--- src/rtl/text_console_renderer.sv ---
// text_console_renderer: character-cell text renderer for the VGA path.
// Three-stage pipeline (text fetch, font fetch, colour) producing one RGB333
// pixel per clock, three cycles after the matching pixelValid.
module text_console_renderer #(
  parameter int unsigned       CHAR_W       = 8,
  parameter int unsigned       CHAR_H       = 10,
  parameter int unsigned       COLS         = 80,
  parameter int unsigned       ROWS         = 48,
  parameter int unsigned       ADDR_W       = 16,
  parameter logic [ADDR_W-1:0] TEXT_BASE    = ADDR_W'(16'h0000),
  parameter logic [ADDR_W-1:0] FONT_BASE    = ADDR_W'(16'h2000),
  parameter bit                ATTR_EN      = 1'b1,
  parameter logic [8:0]        FG_COLOR     = 9'h1FF,
  parameter logic [8:0]        BG_COLOR     = 9'h000,
  parameter int unsigned       BLINK_FRAMES = 30
) (
  input  logic              vgaClock,
  input  logic              reset,
  input  logic              frameStart,
  input  logic              lineEnd,
  input  logic              pixelValid,
  input  logic              cursorEn,
  input  logic [7:0]        cursorCol,
  input  logic [7:0]        cursorRow,
  output logic [ADDR_W-1:0] textAddr,
  input  logic [15:0]       textData,
  output logic [ADDR_W-1:0] fontAddr,
  input  logic [CHAR_W-1:0] fontData,
  output logic [8:0]        pixelData,
  output logic              pixelOutValid
);

  localparam int unsigned PX_W   = (CHAR_W > 1) ? $clog2(CHAR_W) : 1;
  localparam int unsigned COL_W  = $clog2(COLS + 1);
  localparam int unsigned RIC_W  = (CHAR_H > 1) ? $clog2(CHAR_H) : 1;
  localparam int unsigned CROW_W = $clog2(ROWS + 1);
  localparam int unsigned BF_W   = (BLINK_FRAMES > 1) ? $clog2(BLINK_FRAMES) : 1;

  localparam logic [PX_W-1:0]   PX_LAST  = PX_W'(CHAR_W - 1);
  localparam logic [PX_W-1:0]   PX_ONE   = PX_W'(1'b1);
  localparam logic [COL_W-1:0]  COL_MAX  = COL_W'(COLS);
  localparam logic [COL_W-1:0]  COL_ONE  = COL_W'(1'b1);
  localparam logic [RIC_W-1:0]  RIC_LAST = RIC_W'(CHAR_H - 1);
  localparam logic [RIC_W-1:0]  RIC_CUR  = RIC_W'(CHAR_H - 2);
  localparam logic [RIC_W-1:0]  RIC_ONE  = RIC_W'(1'b1);
  localparam logic [CROW_W-1:0] CROW_MAX = CROW_W'(ROWS);
  localparam logic [CROW_W-1:0] CROW_ONE = CROW_W'(1'b1);
  localparam logic [BF_W-1:0]   BF_LAST  = BF_W'(BLINK_FRAMES - 1);
  localparam logic [BF_W-1:0]   BF_ONE   = BF_W'(1'b1);
  localparam logic [ADDR_W-1:0] COLS_A   = ADDR_W'(COLS);
  localparam logic [ADDR_W-1:0] CHAR_H_A = ADDR_W'(CHAR_H);

  // One attribute channel: c selects the bright/dim pair, i the intensity.
  function automatic logic [2:0] chan_level(input logic c, input logic i);
    logic [2:0] lvl;
    if (c) begin
      lvl = i ? 3'b111 : 3'b101;
    end else begin
      lvl = i ? 3'b010 : 3'b000;
    end
    return lvl;
  endfunction

  // Attribute nibble {i,r,g,b} to RGB333.
  function automatic logic [8:0] attr_color(input logic [3:0] nib);
    return {chan_level(nib[2], nib[3]), chan_level(nib[1], nib[3]),
            chan_level(nib[0], nib[3])};
  endfunction

  // Raster position counters
  logic [PX_W-1:0]   px_q, px_d;
  logic [COL_W-1:0]  col_q, col_d;
  logic [RIC_W-1:0]  ric_q, ric_d;
  logic [CROW_W-1:0] crow_q, crow_d;
  logic [ADDR_W-1:0] rbase_q, rbase_d;
  // Blink state
  logic [BF_W-1:0]   fcnt_q, fcnt_d;
  logic              blink_q, blink_d;
  // Stage T -> T+1
  logic              v1_q, v1_d, blank1_q, blank1_d, hit1_q, hit1_d;
  logic [PX_W-1:0]   px1_q, px1_d;
  logic [RIC_W-1:0]  ric1_q, ric1_d;
  // Stage T+1 -> T+2
  logic              v2_q, v2_d, blank2_q, blank2_d, hit2_q, hit2_d;
  logic [PX_W-1:0]   px2_q, px2_d;
  logic [7:0]        attr2_q, attr2_d;
  // Output stage
  logic [8:0]        pix_q, pix_d;
  logic              vout_q, vout_d;
  // Stage-local combinational terms
  logic              blank_s, hit_s, lit_s;
  logic [CHAR_W-1:0] glyph_sh_s;
  logic [8:0]        fg_s, bg_s;

  // Cell counters: frameStart beats lineEnd beats pixelValid.
  always_comb begin
    px_d    = px_q;
    col_d   = col_q;
    ric_d   = ric_q;
    crow_d  = crow_q;
    rbase_d = rbase_q;
    if (frameStart) begin
      px_d    = '0;
      col_d   = '0;
      ric_d   = '0;
      crow_d  = '0;
      rbase_d = '0;
    end else if (lineEnd) begin
      px_d  = '0;
      col_d = '0;
      if (ric_q == RIC_LAST) begin
        ric_d   = '0;
        crow_d  = (crow_q == CROW_MAX) ? CROW_MAX : crow_q + CROW_ONE;
        rbase_d = rbase_q + COLS_A;
      end else begin
        ric_d = ric_q + RIC_ONE;
      end
    end else if (pixelValid) begin
      if (px_q == PX_LAST) begin
        px_d  = '0;
        col_d = (col_q == COL_MAX) ? COL_MAX : col_q + COL_ONE;
      end else begin
        px_d = px_q + PX_ONE;
      end
    end else begin
      px_d = px_q;
    end
  end

  // Cursor blink: toggle phase every BLINK_FRAMES frame starts.
  always_comb begin
    fcnt_d  = fcnt_q;
    blink_d = blink_q;
    if (frameStart) begin
      if (fcnt_q == BF_LAST) begin
        fcnt_d  = '0;
        blink_d = ~blink_q;
      end else begin
        fcnt_d = fcnt_q + BF_ONE;
      end
    end else begin
      fcnt_d = fcnt_q;
    end
  end

  // Stage T: text address and per-pixel flags from the current counters.
  always_comb begin
    textAddr = TEXT_BASE + rbase_q + ADDR_W'(col_q);
    blank_s  = (col_q >= COL_MAX) || (crow_q >= CROW_MAX);
    hit_s    = cursorEn && (16'(col_q) == 16'(cursorCol)) &&
               (16'(crow_q) == 16'(cursorRow)) && (ric_q >= RIC_CUR);
  end

  // Stage T+1: glyph row address; idle cycles park it at the font base.
  always_comb begin
    if (v1_q) begin
      fontAddr = FONT_BASE + ADDR_W'(textData[7:0]) * CHAR_H_A + ADDR_W'(ric1_q);
    end else begin
      fontAddr = FONT_BASE;
    end
  end

  // Pipeline register inputs for the two fetch stages.
  always_comb begin
    v1_d     = pixelValid;
    px1_d    = px_q;
    ric1_d   = ric_q;
    blank1_d = blank_s;
    hit1_d   = hit_s;
    v2_d     = v1_q;
    px2_d    = px1_q;
    blank2_d = blank1_q;
    hit2_d   = hit1_q;
    attr2_d  = textData[15:8];
  end

  // Stage T+2: pick the glyph bit and resolve it to a colour.
  always_comb begin
    glyph_sh_s = fontData << px2_q;
    if (ATTR_EN) begin
      fg_s = attr_color(attr2_q[3:0]);
      bg_s = attr_color(attr2_q[7:4]);
    end else begin
      fg_s = FG_COLOR;
      bg_s = BG_COLOR;
    end
    lit_s = glyph_sh_s[CHAR_W-1] ^ (hit2_q & blink_q);
    if (!v2_q || blank2_q) begin
      pix_d = 9'h000;
    end else if (lit_s) begin
      pix_d = fg_s;
    end else begin
      pix_d = bg_s;
    end
    vout_d = v2_q;
  end

  // State register; synchronous reset drops every in-flight pixel.
  always_ff @(posedge vgaClock) begin
    if (reset) begin
      px_q     <= '0;
      col_q    <= '0;
      ric_q    <= '0;
      crow_q   <= '0;
      rbase_q  <= '0;
      fcnt_q   <= '0;
      blink_q  <= 1'b1;
      v1_q     <= 1'b0;
      px1_q    <= '0;
      ric1_q   <= '0;
      blank1_q <= 1'b0;
      hit1_q   <= 1'b0;
      v2_q     <= 1'b0;
      px2_q    <= '0;
      blank2_q <= 1'b0;
      hit2_q   <= 1'b0;
      attr2_q  <= 8'h00;
      pix_q    <= 9'h000;
      vout_q   <= 1'b0;
    end else begin
      px_q     <= px_d;
      col_q    <= col_d;
      ric_q    <= ric_d;
      crow_q   <= crow_d;
      rbase_q  <= rbase_d;
      fcnt_q   <= fcnt_d;
      blink_q  <= blink_d;
      v1_q     <= v1_d;
      px1_q    <= px1_d;
      ric1_q   <= ric1_d;
      blank1_q <= blank1_d;
      hit1_q   <= hit1_d;
      v2_q     <= v2_d;
      px2_q    <= px2_d;
      blank2_q <= blank2_d;
      hit2_q   <= hit2_d;
      attr2_q  <= attr2_d;
      pix_q    <= pix_d;
      vout_q   <= vout_d;
    end
  end

  assign pixelData     = pix_q;
  assign pixelOutValid = vout_q;

endmodule
--- config.mk ---
export PLATFORM = sky130hd
export DESIGN_NAME = text_console_renderer
export DESIGN_NICKNAME = d
export VERILOG_FILES = /design/src/rtl/text_console_renderer.sv
export SDC_FILE = /design/constraint.sdc
export NUM_CORES = 1
export LEC_CHECK = 0
export ABC_AREA = 1
export BUFFER_PORTS_ARGS = -buffer_cell sky130_fd_sc_hd__buf_2
export CORE_UTILIZATION = 48
export CTS_BUF_LIST = sky130_fd_sc_hd__clkbuf_16
export DETAILED_ROUTE_END_ITERATION = 16
export PLACE_DENSITY_LB_ADDON = 0.08
export SYNTH_ARGS = -nofsm -noshare
export SYNTH_HDL_FRONTEND = slang
export SYNTH_SLANG_ARGS = --single-unit
--- constraint.sdc ---
create_clock -name vgaClock -period 5.65 [get_ports vgaClock]
set_input_delay 0.2825 -clock vgaClock [delete_from_list [all_inputs] [get_ports vgaClock]]
set_output_delay 0.2825 -clock vgaClock [all_outputs]
set_load 0.02 [all_outputs]
==> flow_summary_export.csv <==
group,metric,value,unit
timing,setup_violations,0,
yosys,ys_warn_count,0,
job,drv_cap,0,
pwr,vdd_drop_max,0.000151,V
detailed_routing,drc_errors,0,
critical_path,endpoint_kind,"primary output",
detailed_routing,drt-met1-wl,3.66,mm
pwr,leakage,0.00219,uW
cts,cts-root-buf,"clkbuf_16",
detailed_routing,detail_route.first_pass.iterations,4,
detailed_routing,via_count,3468,
detailed_routing,drt-initial-drc-count,100,
timing,post-route-min-period,2740,ps
placed_design,place_congestion,0.878,
pwr,p_sw_share,25.8,%
floorplan,ios,88,
yosys,synth_top_family_by_area,"simple AND/OR/NAND/NOR gates",
timing,max_slew.worst_pin.slew,900,ps
yosys,synth_compound_area_share,9.25,%
yosys,yosysTopAreaCellShare,34.5,%
yosys,yosys-top-cells-area,"dfxtp_1 (35%), nand2_1 (9.5%), ha_1 (8.7%), inv_1 (7.6%), nor2_1 (6.9%)",
timing,drv_slew,0,
critical_path,crit_arrival,2460,ps
yosys,synthAdderAreaFrac,10.2,%
cts,cts_buffer_depth,2,
cts,hold_buffers,0,
yosys,synth_common_cells,"nand2_1 (98), inv_1 (79), nor2_1 (71)",
timing,final.setup.tns,0,ps
yosys,syn_area_per_cell,7.25,um^2
timing,hold_viol,0,
floorplan,die_h,92.0,um
pwr,p_seq_share,40.8,%
pwr,power_density,257,nW/um^2
cts,cts_tree,"yes",
yosys,syn_inst,536,
timing,whs,155,ps
yosys,async_flop_share,0,%
global_routing,track_usage,19.2,%
yosys,synth_edf_count,0,
timing,rsz0062_at_grt,"false",
yosys,synth.most_common_cell,"nand2_1",
floorplan,die_width,92.0,um
final_layout,drive_above_1_share,19.0,%
pwr,pwr-share-clk,48.3,%
yosys,post_synth_and_or_nand_nor_area_fraction,28.8,%
floorplan,core,7770,um^2
floorplan,rows,32,
final_layout,areaGrowthSynthToFinish,18.5,%
cts,cts_setup_buffers,0,
yosys,synth_top_area_cell,"dfxtp_1",
global_routing,overflow,0,
cts,insertion_delay,330,ps
detailed_routing,ant_nets,0,
global_routing,grt_pass1_vias,3131,
floorplan,initial_core_util,50.0,%
final_layout,final_nets,687,
global_routing,grt_max_degree,29,
floorplan,die_area,8450,um^2
yosys,syn_area,3880,um^2
final_layout,fillers,757,
global_routing,antenna_found_initial,0,
critical_path,crit_fanout,3,
placed_design,portBuffers,83,
critical_path,startpoint_type,"primary input",
detailed_routing,routed_via_density,4.83,
timing,fin_skew,5.25,ps
cts,cts.sinks,67,
detailed_routing,wl_met2,3.72,mm
final_layout,antenna_cells,0,
yosys,synth.distinct_cells,45,
global_routing,grt_first_pass_wirelength,13.1,mm
placed_design,post-dp-hpwl,6.16,mm
pwr,p_int,879,uW
outcome,outcome,"complete, no violations",
detailed_routing,highest_layer,"met4",
detailed_routing,wl_per_cell,10.9,um
cts,cts.reportedPaths.clkPinSlew,60,ps
final_layout,final_cells,718,
critical_path,crit_chain,"buf_2, ha_1, ha_1, fa_1, nand2_1, nor2_1, nand2_1, a21oi_2, nand3_1, o21ai_0, nand2_1, inv_1, buf_2",
critical_path,cp_num_buf_inv,3,
yosys,ys_seq_area_share,34.5,%
yosys,ys_ff_latch,67,
cts,cts_buffers,9,
critical_path,crit_required,5370,ps
cts,cts_resized,0,
critical_path,max_stage_delay,540,ps
pwr,p_switching,305,uW
detailed_routing,routed-wl-met3,349,um
critical_path,crit_family,"adder cells",
final_layout,final_area,4600,um^2
yosys,synth_mux_area_share,0,%
timing,fmax,0.365,GHz
hold_path,hold_class,"in2reg",
critical_path,critPathSlowestCell,"fa_1",
placed_design,place_inst,702,
placed_design,dpl-instance-area,4290,um^2
critical_path,crit_top_cell,"nand2_1",
detailed_routing,wl,7.80,mm
pwr,pwr-share-comb,10.8,%
timing,fin_crit_sh,48.5,%
cts,htree_num_levels,3,
timing,max-slew-margin-rel,39.2,%
yosys,synth_flop_cell,"dfxtp_1",
yosys,synth_xor_area_share,5.41,%
critical_path,worst-setup-path-type,"in2out",
==> metal layers <==
metal,up-vias,global-route usage (%)
met3,10,3.65
li1,1851,-
met4,0,6.51
met1,1529,23.0
met5,-,0
met2,78,34.3
==> layout by cell type (no fill, tap or decap), types with 8 or more instances in the layout <==
cell,instances
nor2_1,71
nand3_1,32
clkbuf_16,9
nand2_1,98
xor2_1,14
buf_2,83
nor3_1,12
ha_1,27
o21ai_0,22
dfxtp_1,67
nand4_1,8
inv_1,79
xnor2_1,10
a21oi_1,30
==> registers in the layout, summed over array words and instances, names as in the netlist <==
name,cells
pixelOutValid,1
ric1_q,4
rbase_q,12
pixelData,4
blank2_q,1
fcnt_q,5
attr2_q,8
blank1_q,1
px1_q,3
px1_d,3
col_q,7
ric1_d,4
v1_q,1
blink_q,1
hit1_q,1
px2_q,3
crow_q,6
v2_q,1
hit2_q,1
==> logic make-up (layout without fill, tap and decap cells) <==
| family | Yosys count | in the layout |
|---|---|---|
| AOI/OAI and AO/OA | 65 | 65 |
| xor gates and xnor gates | 24 | 24 |
| adders and majority gates | 30 | 30 |
| buffers and inverters | 103 | 181 |
| DFF | 67 | 67 |
| other | 2 | 4 |
| and+or+nand+nor | 245 | 245 |
==> power by group through the flow <==
stage	clock [uW]	sequential, uW	combinational (uW)
after floorplan	0	493	91.2
after global placement	0	494	126
after detailed placement	0	494	129
after CTS	586	484	129
after global routing	605	484	147
final	572	484	128
==> worst register-to-register path: stages (launching register included) <==
cell and delay, ps:
dfxtp_1 390, ha_1 190, ha_1 230, nand2_4 90
o41ai_1 800, nor3_1 90
==> final cells by class <==
type	count	area (um^2)	area share [%]
clock buffer	9	225	4.89
tap	102	128	2.77
timing repair buffer	83	415	9.03
multi-input combinational	368	2100	45.6
inverter	82	308	6.69
clock inverter	7	85.1	1.85
sequential	67	1340	29.1
==> final timing paths <==
kind                    start            to  slack [ps]  depth (start not counted)
setup / recovery  textData[1]  fontAddr[10]        2910                         13
hold / removal    textData[8]    attr2_q[0]         160                          3
setup reg to reg     px1_d[0]      col_q[5]        3710                          5
hold reg to reg      blank1_q      blank2_q         400                          2
==> stage by stage <==
step	utilization, %	setup WS, ps	power [uW]
global placement	55.3	2970	620
CTS	59.2	2900	1200
floorplan	-	3260	584
global route	59.2	2660	1240
finish	59.2	2910	1180
detailed placement	55.3	2900	623
No activity file was read; power rests on OpenSTA's default activity.
